<file path="src/rtl/div_sequencer_if.sv">
// Request/response channel between the issue logic and the divide sequencer.
// Both directions use valid/ready handshakes; operands travel with the request.
interface div_sequencer_if #(
  parameter int XLEN = 32
);
  logic            req_valid;
  logic            req_ready;
  logic [1:0]      funct;
  logic [XLEN-1:0] op1;
  logic [XLEN-1:0] op2;
  logic            resp_valid;
  logic            resp_ready;
  logic [XLEN-1:0] result;

  modport master (
    output req_valid, funct, op1, op2, resp_ready,
    input  req_ready, resp_valid, result
  );

  modport slave (
    input  req_valid, funct, op1, op2, resp_ready,
    output req_ready, resp_valid, result
  );
endinterface

</file>
<file path="src/rtl/div_sequencer.sv">
// RV32M DIV/DIVU/REM/REMU sequencer: radix-2 restoring, one bit per cycle, XLEN+1 cycles
// to response (1 for divide-by-zero/overflow); holds the result in DONE until resp_ready.
module div_sequencer #(
  parameter int XLEN = 32
) (
  input  logic           clk,
  input  logic           reset,
  input  logic           flush,
  div_sequencer_if.slave io
);
  localparam int CW = $clog2(XLEN) + 1;
  localparam logic [CW-1:0]   LAST    = CW'(XLEN - 1);
  localparam logic [XLEN-1:0] MIN_INT = {1'b1, {(XLEN-1){1'b0}}};

  typedef enum logic [1:0] {IDLE, CALC, DONE} state_e;

  state_e          state_q, state_d;
  logic [CW-1:0]   cnt_q, cnt_d;
  logic [XLEN-1:0] dvd_q, dvd_d;
  logic [XLEN-1:0] dvs_q, dvs_d;
  logic [XLEN-1:0] rem_q, rem_d;
  logic [XLEN-1:0] result_q, result_d;
  logic [1:0]      funct_q, funct_d;
  logic            neg1_q, neg1_d;
  logic            neg2_q, neg2_d;

  logic            sgn_in, op1_neg, op2_neg, ovf;
  logic [XLEN:0]   rem_shift, trial;
  logic            q_bit;
  logic [XLEN-1:0] rem_next, quo_next, rem_fix, quo_fix;

  // The dividend register doubles as the quotient: bits shift out the top, quotient bits in the bottom.
  always_comb begin
    sgn_in    = ~io.funct[0];
    op1_neg   = sgn_in & io.op1[XLEN-1];
    op2_neg   = sgn_in & io.op2[XLEN-1];
    ovf       = sgn_in && (io.op1 == MIN_INT) && (io.op2 == '1);

    rem_shift = {rem_q, dvd_q[XLEN-1]};
    trial     = rem_shift - {1'b0, dvs_q};
    q_bit     = ~trial[XLEN];
    rem_next  = q_bit ? trial[XLEN-1:0] : rem_shift[XLEN-1:0];
    quo_next  = {dvd_q[XLEN-2:0], q_bit};
    quo_fix   = (neg1_q ^ neg2_q) ? -quo_next : quo_next;
    rem_fix   = neg1_q ? -rem_next : rem_next;
  end

  always_comb begin
    state_d  = state_q;
    cnt_d    = cnt_q;
    dvd_d    = dvd_q;
    dvs_d    = dvs_q;
    rem_d    = rem_q;
    result_d = result_q;
    funct_d  = funct_q;
    neg1_d   = neg1_q;
    neg2_d   = neg2_q;

    unique case (state_q)
      IDLE: begin
        if (io.req_valid) begin
          funct_d = io.funct;
          neg1_d  = op1_neg;
          neg2_d  = op2_neg;
          if (io.op2 == '0) begin
            result_d = io.funct[1] ? io.op1 : '1;
            state_d  = DONE;
          end else if (ovf) begin
            result_d = io.funct[1] ? '0 : MIN_INT;
            state_d  = DONE;
          end else begin
            dvd_d   = op1_neg ? -io.op1 : io.op1;
            dvs_d   = op2_neg ? -io.op2 : io.op2;
            rem_d   = '0;
            cnt_d   = '0;
            state_d = CALC;
          end
        end
      end
      CALC: begin
        dvd_d = quo_next;
        rem_d = rem_next;
        cnt_d = cnt_q + CW'(1);
        if (cnt_q == LAST) begin
          result_d = funct_q[1] ? rem_fix : quo_fix;
          state_d  = DONE;
        end
      end
      DONE: begin
        if (io.resp_ready) state_d = IDLE;
      end
      default: state_d = IDLE;
    endcase

    // Kill wins over request acceptance, completion and response handshake alike.
    if (flush) state_d = IDLE;
  end

  always_ff @(posedge clk) begin
    if (reset) begin
      state_q  <= IDLE;
      cnt_q    <= '0;
      dvd_q    <= '0;
      dvs_q    <= '0;
      rem_q    <= '0;
      result_q <= '0;
      funct_q  <= '0;
      neg1_q   <= 1'b0;
      neg2_q   <= 1'b0;
    end else begin
      state_q  <= state_d;
      cnt_q    <= cnt_d;
      dvd_q    <= dvd_d;
      dvs_q    <= dvs_d;
      rem_q    <= rem_d;
      result_q <= result_d;
      funct_q  <= funct_d;
      neg1_q   <= neg1_d;
      neg2_q   <= neg2_d;
    end
  end

  assign io.req_ready  = (state_q == IDLE);
  assign io.resp_valid = (state_q == DONE);
  assign io.result     = result_q;
endmodule

</file>
<file path="src/flat_wrapper.sv">
// flat-port wrapper written by rule: the top's interface ports become plain ports
module div_sequencer_flat 
#(
  parameter int XLEN = 32
)
  (clk, reset, flush, io_req_valid, io_funct, io_op1, io_op2, io_resp_ready, io_req_ready, io_resp_valid, io_result);
  div_sequencer_if #(.XLEN(XLEN)) io_i ();
  input  logic clk;
  input  logic reset;
  input  logic flush;
  input wire logic [$bits(io_i.req_valid)-1:0] io_req_valid;
  input wire logic [$bits(io_i.funct)-1:0] io_funct;
  input wire logic [$bits(io_i.op1)-1:0] io_op1;
  input wire logic [$bits(io_i.op2)-1:0] io_op2;
  input wire logic [$bits(io_i.resp_ready)-1:0] io_resp_ready;
  output wire logic [$bits(io_i.req_ready)-1:0] io_req_ready;
  output wire logic [$bits(io_i.resp_valid)-1:0] io_resp_valid;
  output wire logic [$bits(io_i.result)-1:0] io_result;
  assign io_i.req_valid = io_req_valid;
  assign io_i.funct = io_funct;
  assign io_i.op1 = io_op1;
  assign io_i.op2 = io_op2;
  assign io_i.resp_ready = io_resp_ready;
  assign io_req_ready = io_i.req_ready;
  assign io_resp_valid = io_i.resp_valid;
  assign io_result = io_i.result;
  div_sequencer #(.XLEN(XLEN)) u_core (.clk(clk), .reset(reset), .flush(flush), .io(io_i));
endmodule
</file>
<file path="config.mk">
export PLATFORM = sky130hd
export DESIGN_NAME = div_sequencer_flat
export DESIGN_NICKNAME = d
export VERILOG_FILES = /design/src/rtl/div_sequencer_if.sv /design/src/rtl/div_sequencer.sv /design/src/flat_wrapper.sv
export SDC_FILE = /design/constraint.sdc
export NUM_CORES = 1
export LEC_CHECK = 0
export CAP_MARGIN = 20
export CORE_MARGIN = 4
export CORE_UTILIZATION = 30
export CTS_BUF_LIST = sky130_fd_sc_hd__clkbuf_2 sky130_fd_sc_hd__clkbuf_4 sky130_fd_sc_hd__clkbuf_8
export CTS_CLUSTER_SIZE = 12
export DETAILED_ROUTE_END_ITERATION = 8
export PLACE_DENSITY_LB_ADDON = 0.15
export REMOVE_ABC_BUFFERS = 1
export SLEW_MARGIN = 20
export SYNTH_ARGS = -nofsm -noshare
export SYNTH_HDL_FRONTEND = slang
export SYNTH_SLANG_ARGS = --single-unit
export TNS_END_PERCENT = 30
</file>
<file path="constraint.sdc">
create_clock -name clk -period 4.7 [get_ports clk]
set_input_delay 0.705 -clock clk [delete_from_list [all_inputs] [get_ports clk]]
set_output_delay 0.705 -clock clk [all_outputs]
set_load 0.02 [all_outputs]
</file>
## Word level (Yosys, flattened, before mapping)

Cells that the tools add are included.

- Bits in registers: 140
- Latch bits: 0
- Bits in writable memories: 0
- Memory bits (read-only): 0
- Bits of input ports: 71
- Output and inout port bits: 34
- Word-level logic and storage cells: 75
- Memories kept: 0

- Add/sub/neg operators: 6
- Multiply operators: 0
- Div/mod/pow operators: 0
- Order comparisons: 0
- Equal/unequal tests: 11
- Shift-type cells: 0
- Multiplexer cells: 31
- Bitwise logic cells: 7
- Reduce and logical (&&, ||, !) cells: 11

Operator list:

| operator | number |
|---|---|
| $mux W32 | 18 |
| $pmux W32 S2 | 3 |
| $neg A32 Y32 | 4 |
| $eq A32 B32 Y1 const B | 2 |
| $sub A33 B32 Y33 | 1 |
| $logic_not A32 Y1 | 1 |
| $mux W6 | 3 |
| $pmux W6 S2 | 1 |
| $reduce_and A4 Y1 | 3 |
| $mux W2 | 5 |
| $ne A2 B2 Y1 const B | 4 |
| $add A6 B1 Y6 const B | 1 |
| $eq A6 B5 Y1 const B | 1 |
| $pmux W2 S3 | 1 |
| $not A1 Y1 | 4 |
| $ne A3 B1 Y1 const B | 1 |
| $reduce_and A3 Y1 | 1 |
| $and A1 B1 Y1 | 2 |
| $eq A2 B1 Y1 const B | 1 |
| $eq A2 B2 Y1 const B | 1 |
| $logic_and A1 B1 Y1 | 2 |
| $logic_not A2 Y1 | 1 |
| $ne A2 B1 Y1 const B | 1 |
| $reduce_and A2 Y1 | 1 |
| 3 further kinds | 3 |

## Depth between registers and ports, before layout

- Depth in word-level cells: 7
- Gate-level depth with buffers: 24
- Mapped depth without buffers: 22

## Least setup slack after synthesis

No wires, ideal clock.

- Path type: reg-to-reg
- Start point: register u_core.dvs_q[12]
- End point: register u_core.result_q[30] (netlist: u_core.io.result[30])
- Library setup time: 78 ps
- Arrival time: 4892 ps
- Required time: 4622 ps
- Setup slack: -270 ps
- Stages on the path, launching flop included: 24
- Path buffers: 3
- Clock period less this slack: 4970 ps
- Path through: dfxtp_1 inv_1 ha_1 buf_2 nand2_1 or4_4 a211o_1 a31oi_4 o31a_2 nor2_4 inv_2 buf_2 buf_1 nor2_1 a21oi_1 ha_1 inv_1 nor3_1 a31oi_1 or4b_4 o41ai_2 xnor2_1 a21oi_1 nor3_1

- Longest elaborated chain between the ends: 7
- Elaborated cells on any way between the ends: 10
- Those cells by class: add/sub: 3; mux: 6; bitwise: 1

RTL lines:

| item | line | source |
|---|---|---|
| start, declared | div_sequencer.sv:20 | `logic [XLEN-1:0] dvs_q, dvs_d;` |
| start signal, assigned | div_sequencer.sv:114 | `dvs_q <= dvs_d;` |
| $sub A33 B32 Y33 * | div_sequencer.sv:40 | `trial = rem_shift - {1'b0, dvs_q};` |
| $mux W32 / $not A1 Y1 (equally long branches) | div_sequencer.sv:42, div_sequencer.sv:41 |  |
| $neg A32 Y32 (on tied branches) | div_sequencer.sv:45, div_sequencer.sv:44 |  |
| $mux W32 (on tied branches) | div_sequencer.sv:45, div_sequencer.sv:44 |  |
| $mux W32 * | div_sequencer.sv:85 | `result_d = funct_q[1] ? rem_fix : quo_fix;` |
| $mux W32 * | div_sequencer.sv:84 | `if (cnt_q == LAST) begin` |
| $pmux W32 S2 * | div_sequencer.sv:59 | `unique case (state_q)` |
| end signal, assigned | div_sequencer.sv:116 | `result_q <= result_d;` |
| end, declared | div_sequencer.sv:22 | `logic [XLEN-1:0] result_q, result_d;` |

Mark *: on every way between the ends. The rest lies on a longest branch, timed or not. The select of a mux whose other input is x is not followed.
A chain may end at the register's enable or synchronous reset.

## Worst setup path in the final report

- Start point: register u_core.dvs_q[14]
- End point: register u_core.result_q[31] (netlist: u_core.io.result[31])

The elaborated chain is that of the path after synthesis.

==> summary.md <==
| Metric | Value |
|---|---|
| Critical Path Max Stage Delay | `around 0.58 ns` |
| XOR/XNOR Fraction of Synth Area | `0.107` |
| Utilization after layout | `0.377` |
| # H-tree levels | `4` |
| Max Fclk | `0.224 GHz` |
| Flop2flop setup slack | `approximately 0.24 ns` |
| Setup crit end kind | `register` |
| Crit-path cells | `inv_1 > ha_1 > nand2_2 > or4_4 > a211o_1 > a31oi_4 > nor4_2 > nor2_4 > buf_4 > mux2i_4 > o2111ai_1 > or3_1 > a211o_1 > a21oi_1` |
| Cells taking the most area after synthesis | `dfxtp_1 (25%), nor2_1 (8.2%), xnor2_1 (6.5%)` |
| Startpoint Class | `register` |
| Routed WL | `about 43000 um` |
| Post-Synthesis Cells | `about 1600` |
| Clock Sinks | `139` |
| Leak | `just over 0.005 uW` |
| Post-synthesis sequential area ratio | `0.246` |
| Non-filler cells in the finished layout | `about 2200` |
| Die Height | `approximately 200 um` |
| Via Count | `12300` |
| CP most frequent cell | `a211o_1` |
| Global-route wire length before repair | `between 60000 and 70000 um` |
| Final setup margin | `between 0.2 and 0.25 ns` |
| Ys flop type | `dfxtp_1` |
| Port bufs | `104` |
| Share of cells above drive strength 1 | `0.0988` |
| Placer Congestion | `0.895` |
| Initial Util | `0.306` |
| Multiplexer share of the synthesized area | `0.0288` |
| Synth async-reset ratio | `0` |
| GR Util met2 | `0.345` |
| Critical Path AT | `4.90 ns` |
| DRT antenna net count | `0` |
| Slew Limit Fails | `0` |
| Hold violation count in the final report | `0` |
| Ports | `approximately 110` |
| Worst rel slew slack | `0.396` |
| Fin crit period | `between 4 and 5 ns` |
| Worst-Skew Late Latency | `0.51 ns` |
| Yosys cell types | `slightly below 80` |
| Syn_area_per_cell | `just over 7 um^2` |
| Status | `finished, final reports clean` |
| CP max-delay cell | `or4_4` |
| Post-synth EDFFs | `0` |
| Vias/cell | `between 5 and 6` |
| Drt initial violations | `944` |
| Pin count of the biggest net entering global routing | `slightly below 70` |
| Main combinational cell family by area after synthesis | `compound AO/OA/AOI/OAI gates` |
| Period utilisation layout | `0.950` |
| Die area | `0.0409 mm^2` |
| Initial DRT Pass Iterations | `7` |
| Post-synthesis simple-gate area fraction | `0.235` |
| GRT Overall Usage | `0.205` |
| Power Density | `around 240 mW/mm^2` |
| DP Cell Count | `roughly 2200` |
| Max Cap Violations | `0` |
| Worst vdd ir | `between 150 and 200 uV` |
| Compound-Gate Fraction of Synth Area | `0.288` |
| Core area | `around 0.037 mm^2` |
| Setup-failing EPs final | `0` |
| Setup CP Type | `register to register` |
| Area after DPL | `~0.013 mm^2` |
| Antenna cells | `0` |
| CTS root buffer | `clkbuf_8` |
| Routed len/inst | `around 20 um` |
| Rows | `70` |
| DRC | `0` |
| Least-Margin Pin Slew | `0.904 ns` |
| Horiz. Die Dim | `around 200 um` |
| Vias in the first global route | `about 12000` |
| Antenna violations before repair | `2` |
| DP HPWL | `~33000 um` |
| Mapped cell area | `around 0.011 mm^2` |
| YS warnings | `0` |
| WP data required | `between 5 and 6 ns` |
| Num CTS Buffers | `17` |
| TritonCTS clock tree | `built` |
| Final clock skew | `0.0273 ns` |
| Top cell type's share of synthesized area | `0.246` |
| CTS Buffer Depth | `2` |
| Met1 usage | `0.272` |
| GR peak layer | `met2` |
| Worst Hold Class | `register to register` |
| Total grt overflow | `0` |
| Clock slew at reported path FFs | `around 0.11 ns` |
| Final instance area | `0.0139 mm^2` |
| M3 GR Usage | `0.0298` |
| NumNets Final | `1808` |
| Adder-Cell Fraction of Synth Area | `0.0437` |
| Layout Area Growth over Synthesis | `23.0%` |
| Dpl ws | `0.0242 ns` |
| Synth area leader | `dfxtp_1` |
| Critical path peak fanout | `38` |
| Number of synthesized register bits | `roughly 140` |
## synthesized netlist by cell type, types with 20 or more instances
library cell  count
ha_1             38
inv_1            55
a21oi_1         129
nand2_1         114
nor3_1           58
nor2_1          246
mux2i_1          27
a211oi_1         43
xnor2_1          84
xor2_1           54
o21ai_0         114
a222oi_1         20
o211ai_1         24
nand3_1          27
clkbuf_1         85
a31oi_1          38
nand4_1          21
dfxtp_1         139
## cell usage in the layout, fill, tap and decap left out, types with 12 or more instances in the layout
master / n
nand3_1: 27
or4_1: 12
buf_4: 90
nor2_1: 244
xnor2_1: 83
nand4_1: 21
a211oi_1: 42
inv_1: 55
nor3_1: 56
or3_1: 18
o21ai_0: 114
clkbuf_8: 19
ha_1: 37
clkdlybuf4s50_1: 103
mux2i_1: 27
nor4_1: 17
a311oi_1: 15
o31ai_1: 18
a222oi_1: 20
a21oi_1: 129
o211ai_1: 24
dfxtp_1: 139
xor2_1: 54
a22oi_1: 14
nand2_1: 113
a31oi_1: 37
## path summary, 6_finish.rpt
path / startpoint / endpoint / cells past startpoint
setup / recovery: u_core.dvs_q[14] / u_core.io.result[31] / 14
hold / removal: u_core.dvs_q[31] / u_core.dvs_q[31] / 2
setup reg to reg: u_core.dvs_q[14] / u_core.io.result[31] / 14
hold reg to reg: u_core.dvs_q[31] / u_core.dvs_q[31] / 2
## metal layers
| metal | part of all wire | up-vias | wire [um] |
|---|---|---|---|
| met5 | 0.00030 | - | 13 |
| met4 | 0.023 | 2 | 1010 |
| met3 | 0.037 | 57 | 1620 |
| met2 | 0.48 | 278 | 21000 |
| met1 | 0.46 | 5928 | 19700 |
| li1 | - | 6034 | - |
## cell families (layout without fill, tap and decap cells)
family          after synthesis  after routing
mux                          31             31
fa+ha+maj                    39             39
compound gates              499            499
simple gates                576            576
xor+xnor                    138            138
buf+inv                     154            289
flops                       139            139
## flip-flops by register name, indices dropped and copies added (netlist names)
| name | flops |
|---|---|
| u_core.state_q | 2 |
| u_core.neg2_q | 1 |
| u_core.funct_q | 1 |
| u_core.dvs_q | 32 |
| u_core.neg1_q | 1 |
| u_core.dvd_q | 32 |
| u_core.io.result | 32 |
| u_core.cnt_q | 6 |
| u_core.rem_q | 32 |
## stage by stage
step / hold slack, ns / TNS [ns] / total power (uW)
global route: 0.522 / -0.0802 / 3460
global placement: 0.465 / 0 / 2270
finish: 0.493 / 0 / 3280
CTS: 0.498 / 0 / 3300
detailed placement: 0.484 / 0 / 2270
floorplan: 0.444 / -86.20 / 1880
## layout make-up
| cell class | count | area (um^2) |
|---|---|---|
| flip-flops and latches | 139 | 2780 |
| repair buffers | 201 | 1870 |
| fillers | 4001 | 23000 |
| well taps | 504 | 631 |
| clock inverters | 13 | 119 |
| multi-input cells | 1283 | 8060 |
| clock buffers | 19 | 262 |
| inverters | 56 | 213 |
## report_power, final
part,switching (uW),internal [uW]
Clock,574,448
Sequential,56.8,1240
Combinational,572,394
## worst max-delay path: cells and delay by family (launching register included)
kind	cells	cell delay [ns]
flops	1	0.34
mux	1	0.45
simple gates	5	1.39
buf+inv	2	0.56
fa+ha+maj	1	0.29
compound gates	5	1.31
## repair_timing
| action | in CTS | in global routing |
|---|---|---|
| resized for setup | 0 | 13 |
| setup buffers | 0 | 2 |
| hold buffers | 0 | 0 |
| setup endpoints to repair | 0 | 7 |
Power figures use the tool's default switching activity.
